===== config.mk =====
export PLATFORM = sky130hd
export DESIGN_NAME = if_id_skid_stage
export DESIGN_NICKNAME = d
export VERILOG_FILES = /design/src/rtl/if_id_skid_stage.sv
export SDC_FILE = /design/constraint.sdc
export NUM_CORES = 1
export LEC_CHECK = 0
export ABC_CLOCK_PERIOD_IN_PS = 3200
export BUFFER_PORTS_ARGS = -buffer_cell sky130_fd_sc_hd__clkbuf_2
export CAP_MARGIN = 15
export CELL_PAD_IN_SITES_DETAIL_PLACEMENT = 1
export CELL_PAD_IN_SITES_GLOBAL_PLACEMENT = 2
export CORE_ASPECT_RATIO = 1.4
export CORE_MARGIN = 4
export CORE_UTILIZATION = 35
export CTS_BUF_LIST = sky130_fd_sc_hd__clkbuf_8
export CTS_CLUSTER_DIAMETER = 40
export DETAILED_ROUTE_END_ITERATION = 8
export PLACE_DENSITY = 0.95
export RECOVER_POWER = 50
export REMOVE_ABC_BUFFERS = 1
export SLEW_MARGIN = 20
export SYNTH_ARGS = -nofsm -noshare
export SYNTH_HDL_FRONTEND = slang
export SYNTH_SLANG_ARGS = --single-unit

===== constraint.sdc =====
create_clock -name clk -period 3.2 [get_ports clk]
set_clock_uncertainty 0.2 [all_clocks]
set_input_delay 0.32 -clock clk [delete_from_list [all_inputs] [get_ports clk]]
set_output_delay 0.32 -clock clk [all_outputs]
set_load 0.03 [all_outputs]

===== src/rtl/if_id_skid_stage.sv =====
// IF->ID stage register with 2-entry skid buffer and synchronous flush.
// Optional perf counters (stall_cnt, flush_cnt) under IF_ID_SKID_PERF_EN.
module if_id_skid_stage #(
  parameter int INSTR_W = 32,
  parameter int LANES   = 1,
  parameter int PC_W    = 32
) (
  input  logic                     clk,
  input  logic                     rst_n,
  input  logic                     in_valid,
  output logic                     in_ready,
  input  logic [LANES*INSTR_W-1:0] in_instr,
  input  logic [LANES-1:0]         in_lane_v,
  input  logic [PC_W-1:0]          in_pcp4,
  output logic                     out_valid,
  input  logic                     out_ready,
  output logic [LANES*INSTR_W-1:0] out_instr,
  output logic [LANES-1:0]         out_lane_v,
  output logic [PC_W-1:0]          out_pcp4,
  input  logic                     flush
`ifdef IF_ID_SKID_PERF_EN
  ,
  output logic [31:0]              stall_cnt,
  output logic [31:0]              flush_cnt
`endif
);

  typedef enum logic [1:0] {
    EMPTY = 2'd0,
    ONE   = 2'd1,
    TWO   = 2'd2
  } state_t;

  state_t state, state_n;

  logic [LANES*INSTR_W-1:0] skid_instr;
  logic [LANES-1:0]         skid_lane_v;
  logic [PC_W-1:0]          skid_pcp4;

  logic ld_main_in;
  logic ld_main_skid;
  logic ld_skid;

  assign in_ready  = (state != TWO);
  assign out_valid = (state != EMPTY);

  always_comb begin
    state_n      = state;
    ld_main_in   = 1'b0;
    ld_main_skid = 1'b0;
    ld_skid      = 1'b0;
    unique case (state)
      EMPTY: begin
        if (in_valid) begin
          state_n    = ONE;
          ld_main_in = 1'b1;
        end
      end
      ONE: begin
        if (in_valid && out_ready) begin
          ld_main_in = 1'b1;
        end else if (in_valid) begin
          state_n = TWO;
          ld_skid = 1'b1;
        end else if (out_ready) begin
          state_n = EMPTY;
        end
      end
      TWO: begin
        if (out_ready) begin
          state_n      = ONE;
          ld_main_skid = 1'b1;
        end
      end
      default: state_n = EMPTY;
    endcase
  end

  always_ff @(posedge clk) begin
    if (!rst_n || flush) begin
      state <= EMPTY;
    end else begin
      state <= state_n;
    end
  end

  // Reset and flush both zero the held bundles so decode sees NOPs.
  always_ff @(posedge clk) begin
    if (!rst_n || flush) begin
      out_instr   <= '0;
      out_lane_v  <= '0;
      out_pcp4    <= '0;
      skid_instr  <= '0;
      skid_lane_v <= '0;
      skid_pcp4   <= '0;
    end else begin
      if (ld_main_in) begin
        out_instr  <= in_instr;
        out_lane_v <= in_lane_v;
        out_pcp4   <= in_pcp4;
      end else if (ld_main_skid) begin
        out_instr  <= skid_instr;
        out_lane_v <= skid_lane_v;
        out_pcp4   <= skid_pcp4;
      end
      if (ld_skid) begin
        skid_instr  <= in_instr;
        skid_lane_v <= in_lane_v;
        skid_pcp4   <= in_pcp4;
      end
    end
  end

`ifdef IF_ID_SKID_PERF_EN
  // Counters survive flush; only reset clears them.
  always_ff @(posedge clk) begin
    if (!rst_n) begin
      stall_cnt <= '0;
      flush_cnt <= '0;
    end else begin
      if (out_valid && !out_ready && stall_cnt != 32'hFFFF_FFFF) begin
        stall_cnt <= stall_cnt + 32'd1;
      end
      if (flush && out_valid && flush_cnt != 32'hFFFF_FFFF) begin
        flush_cnt <= flush_cnt + 32'd1;
      end
    end
  end
`endif

endmodule


======== After elaboration in Yosys (flattened, before gate mapping) ========
Index checks and enable logic that the tools add are counted.
storage, ports and cells
  bits in read-only memories .............. 0
  RAM bits ................................ 0
  register bits ........................... 132
  bits in latches ......................... 0
  memories ................................ 0
  output and inout port bits .............. 67
operators by class
  muxes and demuxes ....................... 19
  $mul .................................... 0
  divide/modulo/power cells ............... 0
  add/subtract/negate cells ............... 0
  reduce and logical (&&, ||, !) cells .... 7
  bitwise operators ....................... 0
  shift-type cells ........................ 0
  eq/ne operators ......................... 7
  magnitude comparators ................... 0
operators by type and width
  cell                count
  $mux 32             4
  $mux 2              5
  $mux 1              8
  $ne 2x2->1 const B  4
  $pmux 2 s3          1
  $reduce_and 4->1    1
  $reduce_bool 2->1   2
  $ne 3x3->1 const B  1
  $eq 2x1->1 const B  1
  $eq 2x2->1 const B  1
  $logic_not 2->1     1
  $pmux 1 s2          1
  $logic_and 1x1->1   1
  $logic_not 1->1     1
  $logic_or 1x1->1    1

======== Depth between registers and ports, before layout ========
Gate-level depths: netlist of run 1.
  depth in word-level cells ............... 4
  gate-level depth with buffers ........... 5
  mapped depth without buffers ............ 3

======== Least setup slack after synthesis of run 1 ========
Ideal clock, no wire load.
  kind .................................... reg2reg
  from .................................... register state[1]
  to ...................................... register out_instr[0]
  period minus slack after synthesis ...... 1,559 ps
  library setup time ...................... 119 ps
  buffers on the path ..................... 2
  cell stages (with the launch flop) ...... 6
  data required time ...................... 2,881 ps
  path slack .............................. 1,641 ps
  data arrival time ....................... 1,240 ps
  path through ............................ dfxtp_1 nand2b_4 or2_1 buf_6 buf_4 o221a_1
on the way
  word-level cells in the longest chain between the ends .. 3
  elaborated cells on any way between the ends .. 7
  classes of those cells .................. eq/ne (2); mux (3); reduce/logical (2)
RTL lines
  what                                          RTL line  source
  start, declared                               34        state_t state, state_n;
  start signal, assigned                        83        state <= state_n;
  $eq 2x1->1, or another cell as far along      52        unique case (state)
  $pmux 1 s2 or $mux 1 (tied branches)          52
  $mux 32 or $reduce_bool 2->1 (tied branches)  n/a
  end signal, assigned                          98        out_instr <= in_instr;
  end signal, assigned                          102       out_instr <= skid_instr;
  end, declared                                 17        output logic [LANES*INSTR_W-1:0] out_instr,
Several ways; a longest one is shown, not always the timed one.
A chain may end at the register's enable or synchronous reset.

======== Worst setup path after layout of run 1 ========
  from .................................... input out_ready
  to ...................................... register skid_instr[11]
on the way
  word-level cells in the longest chain between the ends .. 3
RTL lines
  what                  RTL line  source
  start, declared       16        input logic out_ready,
  $logic_and 1x1->1     60        if (in_valid && out_ready) begin
  $mux 1                60
  $mux 1                52
  end signal, assigned  107       skid_instr <= in_instr;
  end, declared         36        logic [LANES*INSTR_W-1:0] skid_instr;
Every way passes these cells.

==> reports/qor.csv, run 1 <==
metric,value,unit
p_leak,2.507,nW
synth_fa_ha_area_share,0,%
start_util,36.02,%
finalCritPeriodShare,84.00,%
holdBufCountCts,66,
h-tree-depth,4,
rsz0062_at_grt,no,
rr_worst_depth,4,
synth.distinct_cells,25,
cp-end-kind,flop,
synthSimpleGateAreaFrac,11.73,%
p_sw,922.4,uW
via_count,4788,
post-route-min-period,2.688,ns
nets,774,
finalMaxSlewViolations,36,
hold_depth,3,
wl_met3,619,um
synth_top_family_by_area,compound AO/OA/AOI/OAI gates,
status,finished with violations,
die_area,0.01646,mm2
worst_pin_slew,1.637,ns
drive_gt1_share,15.62,%
drt_first_pass_iters,4,
clock-sinks,132,
die_w,109.6,um
syn_avg_cell_area,9.649,um2
tns,0,ns
clock_path_buffers,2,
grt_use_total,20.55,%
violations,"capacitance limit, slew limit",
fin_area,0.006850,mm2
port_buffers,136,
routedWlPerCell,18.36,um
root_buffer,clkbuf_8,
highest-signal-layer,met4,
route.detailed.drc,0,
fmax,0.3720,GHz
ys_seq_area_share,52.26,%
synth_area,0.005056,mm2
place_inst,804,
p_clk_share,41.2,%
pwr-share-comb,11.5,%
cap_violations,1,
avgViaCountPerCell,5.302,
dieHeight,150.2,um
clkSlewWorstSetupHoldPaths,0.08,ns
dpl.hpwl,9655,um
grt_max_degree,67,
worst-path-max-fanout,34,
post-cts-setup-buffer-count,0,
p_per_area,528.8,mW/mm2
post_dp_cell_area,0.005851,mm2
synth_xor_area_share,0,%
p_seq_share,47.3,%
syn2layout_area_growth,35.49,%
finalSetupViolCount,0,
postRouteAntennaNets,0,
drtIter0Drc,221,
critPathArrivalTime,2.81,ns
ios,137,
yosys_warnings,0,
peakVddDrop,0.0002155,V
slew_headroom,-9.156,%
ys_ff_latch,132,
synth_cells,524,
grt_pass1_vias,5366,
synth_compound_area_share,30.64,%
final-hold-violation-count,0,
globalplace.congestion,0.7291,
cp.required,3.32,ns
crit_type,primary input to flop,
cts_tree,done,
p_sw_share,25.46,%
total_power,3.623,mW
critPathLaunchType,primary input,
stdcell_count,903,
cts-resized-gates,0,
final_util,48.80,%
grt_overflow_total,0,
antenna_found_initial,0,
coreArea,0.01404,mm2
insertion_delay,0.44,ns
wl,16580,um
internal-power,2.700,mW
rows,51,
wl_met2,8856,um
grt_pass1_wl,26450,um
wl_met1,6583,um
min_path_type,primary input to flop,
synth.mux.area_fraction,0.5939,%
numCtsBuffers,17,
==> critical path, stage by stage <==
cell           delay [ns]
dlygate4sd3_1        0.54
clkbuf_2             0.16
and4bb_1             1.24
buf_12               0.31
nand2_1              0.08
a21oi_1              0.15
==> metrics by stage <==
stage | setup slack (ns) | hold WS, ns
after floorplan | -0.2591 | 0.1928
after global placement | 0.8527 | 0.2416
after detailed placement | 0.7272 | 0.2474
after CTS | 0.6981 | 0.06943
after global routing | 0.3032 | 0.07355
final | 0.5121 | 0.07836
==> layout make-up <==
type | count | area [um2]
diodes | 1 | 2.502
repair buffers | 209 | 1348
clock buffers | 21 | 289.0
clock inverters | 11 | 133.9
flip-flops and latches | 132 | 2643
well taps | 185 | 231.5
fillers | 1652 | 7188
multi-input cells | 344 | 2203
==> state kept, by name (all words and copies together) (netlist names) <==
register,cells
skid_lane_v,1
state,2
out_pcp4,32
skid_pcp4,32
out_instr,32
out_lane_v,1
skid_instr,32
==> layout by cell type, fill, tap and decap left out, types with 2 or more instances in the layout <==
cell	synthesis	final
dlygate4sd3_1	0	66
nand2_1	131	131
nand2b_1	2	2
or2_2	1	2
clkbuf_1	16	67
clkinv_4	0	2
clkbuf_2	0	69
nand3b_1	2	2
bufinv_16	0	3
clkbuf_8	0	21
o31ai_1	3	3
clkinv_2	0	3
buf_12	0	3
dfxtp_1	132	132
a21oi_1	68	68
buf_4	2	4
mux2i_1	3	3
o21a_1	62	62
o221a_1	62	62
inv_1	0	3
nor2b_4	1	2
==> final timing paths <==
path / startpoint / endpoint / slack (ns)
max: out_ready / skid_instr[11] / 0.51
min: in_valid / state[1] / 0.08
max reg2reg: state[0] / skid_instr[11] / 0.66
min reg2reg: skid_pcp4[4] / skid_pcp4[4] / 0.26
==> synth_stat cells <==
cell         n  area (um2)
nand2b_4     1       13.76
and4bb_1     1       12.51
clkbuf_1    16       60.06
nand2_1    131       491.7
dfxtp_1    132        2643
a31oi_1      1       6.260
a211oi_1     1       7.510
or2_1        1       6.260
or2_2        1       6.260
o31ai_1      3       22.52
nand2b_1     2       12.51
nor2_1       1       3.750
buf_1        2       7.510
nand3b_1     2       15.01
o21ai_2      1       8.760
buf_6        3       33.78
buf_4        2       15.01
mux2i_1      3       30.03
o21a_1      62       465.5
nor2b_1      1       6.260
buf_2       25       125.1
o221a_1     62       698.2
nand4bb_1    1       11.26
a21oi_1     68       340.3
nor2b_4      1       13.76
==> power by group through the flow <==
stage / sequential [mW] / clock, mW / combinational (mW)
4_1_cts: 1.71 / 1.52 / 0.426
3_5_place_dp: 1.75 / 0 / 0.361
3_3_place_gp: 1.75 / 0 / 0.352
2_1_floorplan: 1.82 / 0 / 0.128
6_report: 1.71 / 1.49 / 0.418
5_1_grt: 1.72 / 1.59 / 0.449
==> metal layers <==
| metal | vias to the layer above | GRT usage (%) |
|---|---|---|
| li1 | 2246 | - |
| met1 | 2357 | 21.80 |
| met2 | 145 | 37.74 |
| met3 | 40 | 4.419 |
| met4 | 0 | 9.981 |
| met5 | - | 0 |
==> kinds of logic after synthesis <==
group	Yosys count
AO/OA/AOI/OAI	198
buffers and inverters	48
flip-flops	132
multiplexers	3
AND/OR/NAND/NOR	143
Note: power is estimated with default switching activity, not from simulation.
==> run 2, diff against run 1 <==
--- a/config.mk
+++ b/config.mk
@@ -5,18 +5,19 @@
 export SDC_FILE = /design/constraint.sdc
 export NUM_CORES = 1
 export LEC_CHECK = 0
-export ABC_CLOCK_PERIOD_IN_PS = 3200
+export ABC_AREA = 1
+export ABC_CLOCK_PERIOD_IN_PS = 2350
 export BUFFER_PORTS_ARGS = -buffer_cell sky130_fd_sc_hd__clkbuf_2
 export CAP_MARGIN = 15
 export CELL_PAD_IN_SITES_DETAIL_PLACEMENT = 1
 export CELL_PAD_IN_SITES_GLOBAL_PLACEMENT = 2
 export CORE_ASPECT_RATIO = 1.4
 export CORE_MARGIN = 4
-export CORE_UTILIZATION = 35
+export CORE_UTILIZATION = 29
 export CTS_BUF_LIST = sky130_fd_sc_hd__clkbuf_8
 export CTS_CLUSTER_DIAMETER = 40
 export DETAILED_ROUTE_END_ITERATION = 8
-export PLACE_DENSITY = 0.95
+export PLACE_DENSITY = 0.89
 export RECOVER_POWER = 50
 export REMOVE_ABC_BUFFERS = 1
 export SLEW_MARGIN = 20
==> constraint.sdc (replaced) <==
create_clock -name clk -period 2.35 [get_ports clk]
set_clock_uncertainty 0.2 [all_clocks]
set_input_delay 0.235 -clock clk [delete_from_list [all_inputs] [get_ports clk]]
set_output_delay 0.235 -clock clk [all_outputs]
set_load 0.03 [all_outputs]
==> run 2 against run 1 <==
Effect of this change:
- the run now ends clean
- cell count up 31%
- worst hold slack better by 0.088 ns
- via count up 20%
- sequential share of layout area down 4.5 points
- sequential power up 36%
- clock-buffer cell count down 3
- utilization down 11 points
- register-to-register slack worse by 0.35 ns
- non-clock buffer count up 10
==> reports/qor.csv, run 2 <==
metric,value,unit,change
globalplace.congestion,0.7224,,was 0.7291
synth_top_cell_area_share,44.06,%,was 52.26%
fin_area,0.007752,mm2,was 0.006850 mm2
ys_seq_area_share,44.06,%,was 52.26%
grt_max_degree,68,,was 67
p_leak,2.769,nW,was 2.507 nW
synth_area_leaders,"dfxtp_1 (44%), a21oi_1 (9.2%), nand3b_1 (7.8%), o21ai_1 (6.8%), inv_1 (4.4%)",,"was dfxtp_1 (52%), o221a_1 (14%), nand2_1 (9.7%), o21a_1 (9.2%), a21oi_1 (6.7%)"
clock_path_buffers,2,,unchanged
holdBufCountCts,67,,was 66
antenna_found_initial,0,,unchanged
slew_headroom,65.89,%,was -9.156%
ys_ff_latch,132,,unchanged
wl,18220,um,"was 16,580 um"
die_area,0.02308,mm2,was 0.01646 mm2
final_common_cell,dfxtp_1,,unchanged
synth_edf_count,0,,unchanged
syn_avg_cell_area,8.028,um2,was 9.649 um2
start_util,29.39,%,was 36.02%
worst_pin_slew,0.5102,ns,was 1.637 ns
cp.required,2.47,ns,was 3.32 ns
dpl.hpwl,10930,um,was 9655 um
ios,137,,unchanged
rows,62,,was 51
drive_gt1_share,17.76,%,was 15.62%
post_dp_cell_area,0.006799,mm2,was 0.005851 mm2
rsz0062_at_grt,no,,unchanged
yosysTopAreaCell,dfxtp_1,,unchanged
root_buffer,clkbuf_8,,unchanged
min_path_type,primary input to flop,,unchanged
clkSlewWorstSetupHoldPaths,0.08,ns,about the same
dieHeight,178.2,um,was 150.2 um
die_w,129.5,um,was 109.6 um
port_buffers,136,,unchanged
finalMaxSlewViolations,0,,was 36
cp.buffers_inverters,4,,was 3
synth_cells,747,,was 524
synth-main-ff-cell,dfxtp_1,,unchanged
status,finished clean,,was finished with violations
post-cts-setup-buffer-count,0,,unchanged
worst-path-max-fanout,67,,was 34
p_per_area,628.5,mW/mm2,was 528.8 mW/mm2
finalSetupViolCount,0,,unchanged
place_inst,1086,,was 804
cap_violations,0,,was 1
synth_area,0.005997,mm2,was 0.005056 mm2
cts_tree,done,,unchanged
drtIter0Drc,313,,was 221
via_count,5738,,"was 4,788"
fmax,0.4895,GHz,
postRouteAntennaNets,0,,unchanged
cp-end-kind,flop,,unchanged
drt_first_pass_iters,4,,unchanged
routedWlPerCell,15.37,um,was 18.36 um
syn2layout_area_growth,29.27,%,was 35.49%
finalCritPeriodShare,86.93,%,
grt_overflow_total,0,,unchanged
peakVddDrop,0.0002815,V,was 0.0002155 V
critPathArrivalTime,2.16,ns,was 2.81 ns
clock-sinks,132,,unchanged
insertion_delay,0.44,ns,about the same
grt_pass1_vias,5722,,"was 5,366"
stdcell_count,1185,,was 903
tns,0,ns,unchanged
coreArea,0.02040,mm2,was 0.01404 mm2
yosys_warnings,0,,unchanged
layout_setup_ws,0.3071,ns,was 0.5121 ns
grt_pass1_wl,29500,um,"was 26,450 um"
async_flop_share,0,%,unchanged
whs,0.1669,ns,was 0.07836 ns
grt_use_total,16.10,%,was 20.55%
crit_type,primary input to flop,,unchanged
post-route-min-period,2.043,ns,
final-hold-violation-count,0,,unchanged
h-tree-depth,4,,unchanged
route.detailed.drc,0,,unchanged
worstPathCellList,dlygate4sd3_1 -> clkbuf_2 -> inv_1 -> nor2_8 -> nand3_1 -> buf_12 -> o21ai_0 -> a21oi_1,,was dlygate4sd3_1 -> clkbuf_2 -> and4bb_1 -> buf_12 -> nand2_1 -> a21oi_1
layout_common_cells,"dfxtp_1 (132), a21oi_1 (110), o21ai_0 (73)",,"was dfxtp_1 (132), nand2_1 (131), clkbuf_2 (69)"
nets,986,,was 774
avgViaCountPerCell,4.842,,was 5.302
critPathMaxStageDelay,0.53,ns,was 1.24 ns
post-place-ws,0.4648,ns,was 0.7272 ns
crit_family,buffers and inverters,,was simple AND/OR/NAND/NOR gates
diodes,0,,was 1
critPathLaunchType,primary input,,unchanged
cts-resized-gates,0,,unchanged
numCtsBuffers,17,,unchanged
crit_slowest_cell,dlygate4sd3_1,,was and4bb_1
synth_common_cells,"dfxtp_1 (132), a21oi_1 (110), o21ai_1 (81)",,"was dfxtp_1 (132), nand2_1 (131), a21oi_1 (68)"
synth.distinct_cells,24,,was 25
yosysMostFrequentCell,dfxtp_1,,unchanged
==> run 2: cell types whose count changed after synthesis, sizes merged, moves of 3 or more <==
cell    previous run  this run
o21ai              1       127
o221a             62         0
nand3              0        73
o21a              62         0
mux2i              3         0
a21oi             68       128
nand3b             2        62
nand4              0         3
nand2b             3         0
nand2            131        69
inv                0        73
o31ai              3         0
nor2               1        10
buf               32        54
==> run 2: routing by layer <==
layer	share of wire (%)	routed length (um)	vias up	global-route usage (%)
li1	-	-	2865	-
met3	3.0	549	34	2.906
met1	44	8056	2735	19.89
met4	3.5	636	0	7.279
met5	0	0	-	0
met2	49	8977	104	27.14
==> run 2: metrics by stage <==
| step | util (%) | total power [mW] |
|---|---|---|
| after detailed placement | 33.33 | 3.010 |
| after global placement | 33.33 | 2.999 |
| after global routing | 38.00 | 5.128 |
| after CTS | 38.46 | 4.981 |
| after floorplan | - | 2.759 |
| final | 38.00 | 4.872 |
==> run 2: cells by family after synthesis <==
group	synth area share, %
simple gates	21.64
flops	44.06
buf+inv	11.77
compound gates	22.53
==> run 2: report_power, final <==
| group | leakage, nW | switching [mW] | internal [mW] |
|---|---|---|---|
| Combinational | 1.52 | 0.423 | 0.269 |
| Clock | 0.174 | 0.980 | 0.870 |
| Sequential | 1.07 | 0.0347 | 2.30 |
==> run 2: worst reg2reg max path, delay by kind of cell, from the launching register on <==
kind            cells  cell delay [ns]
flops               1             0.34
simple gates        2             0.52
compound gates      2             0.33
buf+inv             2             0.52
==> run 2: worst paths after layout <==
kind                               startpoint              to  slack [ns]  cells past startpoint
worst max-delay path                 in_valid     skid_lane_v        0.31                      8
worst max register to register       state[1]     skid_lane_v        0.31                      6
worst min-delay path                    flush  skid_instr[20]        0.17                      5
worst min register to register  skid_pcp4[23]   skid_pcp4[23]        0.25                      2
==> run 2: final cells by class <==
type,instances,area [um2]
Fill cell,2568,12650
Multi-Input combinational cell,473,2649
Sequential cell,132,2643
Timing Repair Buffer,219,1490
Tap cell,256,320.3
Inverter,73,274.0
Clock buffer,18,247.7
Clock inverter,14,128.9
==> run 3, diff against run 2 <==
--- a/config.mk
+++ b/config.mk
@@ -13,11 +13,11 @@
 export CELL_PAD_IN_SITES_GLOBAL_PLACEMENT = 2
 export CORE_ASPECT_RATIO = 1.4
 export CORE_MARGIN = 4
-export CORE_UTILIZATION = 29
-export CTS_BUF_LIST = sky130_fd_sc_hd__clkbuf_8
+export CORE_UTILIZATION = 28
+export CTS_BUF_LIST = sky130_fd_sc_hd__clkbuf_8 sky130_fd_sc_hd__clkbuf_16
 export CTS_CLUSTER_DIAMETER = 40
 export DETAILED_ROUTE_END_ITERATION = 8
-export PLACE_DENSITY = 0.89
+export PLACE_DENSITY = 0.87
 export RECOVER_POWER = 50
 export REMOVE_ABC_BUFFERS = 1
 export SLEW_MARGIN = 20
==> run 3 against run 2 <==
Effect of this change:
- design area rose by 4.0%
- global-route usage fell by 0.57 points
- total power rose by 25%
==> reports/qor.csv, run 3 (same netlist as run 2, synthesis figures left out) <==
metric,value,unit,change
start_util,28.39,%,was 29.39%
post-route-min-period,2.041,ns,was 2.043 ns
cap_violations,0,,unchanged
crit_type,primary input to flop,,unchanged
worst-path-max-fanout,129,,was 67
drive_gt1_share,16.99,%,was 17.76%
cp.required,2.50,ns,was 2.47 ns
final-hold-violation-count,0,,unchanged
die_area,0.02386,mm2,was 0.02308 mm2
avgViaCountPerCell,4.829,,was 4.842
wl,18090,um,"was 18,220 um"
grt_use_total,15.53,%,was 16.10%
min-delay-start,flush,,unchanged
rows,63,,was 62
cp-end-kind,flop,,unchanged
fmax,0.4899,GHz,was 0.4895 GHz
dpl.hpwl,10650,um,"was 10,930 um"
via_count,5722,,"was 5,738"
status,finished clean,,unchanged
dieHeight,181.2,um,was 178.2 um
clock_path_buffers,2,,unchanged
cts_tree,done,,unchanged
cts-resized-gates,0,,unchanged
syn2layout_area_growth,34.45,%,was 29.27%
p_per_area,756.5,mW/mm2,was 628.5 mW/mm2
drt_first_pass_iters,4,,unchanged
globalplace.congestion,0.7187,,was 0.7224
p_leak,2.901,nW,was 2.769 nW
cp.buffers_inverters,4,,unchanged
coreArea,0.02113,mm2,was 0.02040 mm2
clock-sinks,132,,unchanged
worstPathCellList,dlygate4sd3_1 -> clkbuf_1 -> inv_1 -> nand3_4 -> buf_12 -> o21ai_0 -> a21oi_1,,was dlygate4sd3_1 -> clkbuf_2 -> inv_1 -> nor2_8 -> nand3_1 -> buf_12 -> o21ai_0 -> a21oi_1
crit_slowest_cell,dlygate4sd3_1,,unchanged
r2r_slack,0.32,ns,was 0.31 ns
finalCritPeriodShare,86.87,%,was 86.93%
slew_headroom,63.19,%,was 65.89%
crit_family,buffers and inverters,,unchanged
critPathLaunchType,primary input,,unchanged
postRouteAntennaNets,0,,unchanged
total_power,6.099,mW,was 4.872 mW
grt_overflow_total,0,,unchanged
clkSlewWorstSetupHoldPaths,0.06,ns,was 0.08 ns
finalMaxSlewViolations,0,,unchanged
h-tree-depth,4,,unchanged
routedWlPerCell,15.27,um,was 15.37 um
insertion_delay,0.43,ns,was 0.44 ns
grt_pass1_vias,5936,,"was 5,722"
final_common_cell,dfxtp_1,,unchanged
peakVddDrop,0.0004613,V,was 0.0002815 V
critPathMaxStageDelay,0.52,ns,was 0.53 ns
critPathArrivalTime,2.19,ns,was 2.16 ns
reg2reg_from,state[1],,unchanged
route.detailed.drc,0,,unchanged
numCtsBuffers,17,,unchanged
fillers,2597,,"was 2,568"
critPathLaunch,out_ready,,was in_valid
nets,981,,was 986
grt_max_degree,130,,was 68
ios,137,,unchanged
grt_pass1_wl,30490,um,"was 29,500 um"
root_buffer,clkbuf_16,,was clkbuf_8
rsz0062_at_grt,no,,unchanged
finalSetupViolCount,0,,unchanged
whs,0.1451,ns,was 0.1669 ns
port_buffers,136,,unchanged
worst_pin_slew,0.5521,ns,was 0.5102 ns
min_path_type,primary input to flop,,unchanged
die_w,131.7,um,was 129.5 um
antenna_found_initial,1,,was 0
layout_common_cells,"dfxtp_1 (132), a21oi_1 (110), o21ai_0 (75)",,"was dfxtp_1 (132), a21oi_1 (110), o21ai_0 (73)"
drtIter0Drc,186,,was 313
==> run 3: cell types whose count changed in the layout (fill, tap and decap cells not counted), sizes merged <==
cell,before,now
bufinv,1,6
inv,76,75
clkbuf,154,155
diode,0,1
clkinv,4,2
buf,16,11
clkinvlp,6,3
==> run 3: final timing paths <==
check | to | depth (start not counted)
setup reg to reg | out_instr[3] | 5
hold reg to reg | skid_instr[2] | 2
setup / recovery | skid_pcp4[3] | 7
hold / removal | out_instr[8] | 5
==> run 3: repair_timing <==
action	4_1_cts	5_1_grt
buffers inserted	0	0
hold buffers	67	0
endpoints found under the hold margin	121	0
==> run 3: metrics by stage <==
stage	util [%]	setup slack [ns]	cells	setup TNS, ns	area (um2)
after global routing	38.15	0.1156	1184	0	8060
after CTS	38.55	0.3045	1184	0	8144
after global placement	32.15	0.3583	1085	0	6792
final	38.17	0.3086	1185	0	8063
after floorplan	-	-0.9606	678	-103.11	5565
after detailed placement	32.15	0.3656	1085	0	6792
==> run 3: power breakdown <==
group          total, mW  switching (mW)  internal (mW)
Clock               3.07            1.03           2.04
Combinational      0.692           0.421          0.271
Sequential          2.33          0.0358           2.30
==> run 3: metal layers <==
metal	vias to the layer above	GRT usage, %	wire length [um]
met1	2749	18.09	7953
li1	2854	-	-
met4	0	5.507	339
met3	23	3.092	561
met2	96	28.18	9237
met5	-	0	0
==> run 3: layout make-up <==
cell class                 instances  area [um2]  area share, %
clock inverter                    13       229.0          2.840
antenna                            1       2.502        0.03104
tap                              260       325.3          4.035
inverter                          73       274.0          3.399
multi-input combinational        473        2661          33.01
sequential                       132        2643          32.77
clock buffer                      19       452.9          5.618
timing repair buffer             214        1475          18.30
==> run 3: worst register-to-register path, cell delays in order, from the launching register on <==
cell,delay [ns]
dfxtp_1,0.62
nand3_4,0.40
buf_12,0.31
o21ai_0,0.22
nand2_1,0.09
a21oi_2,0.11
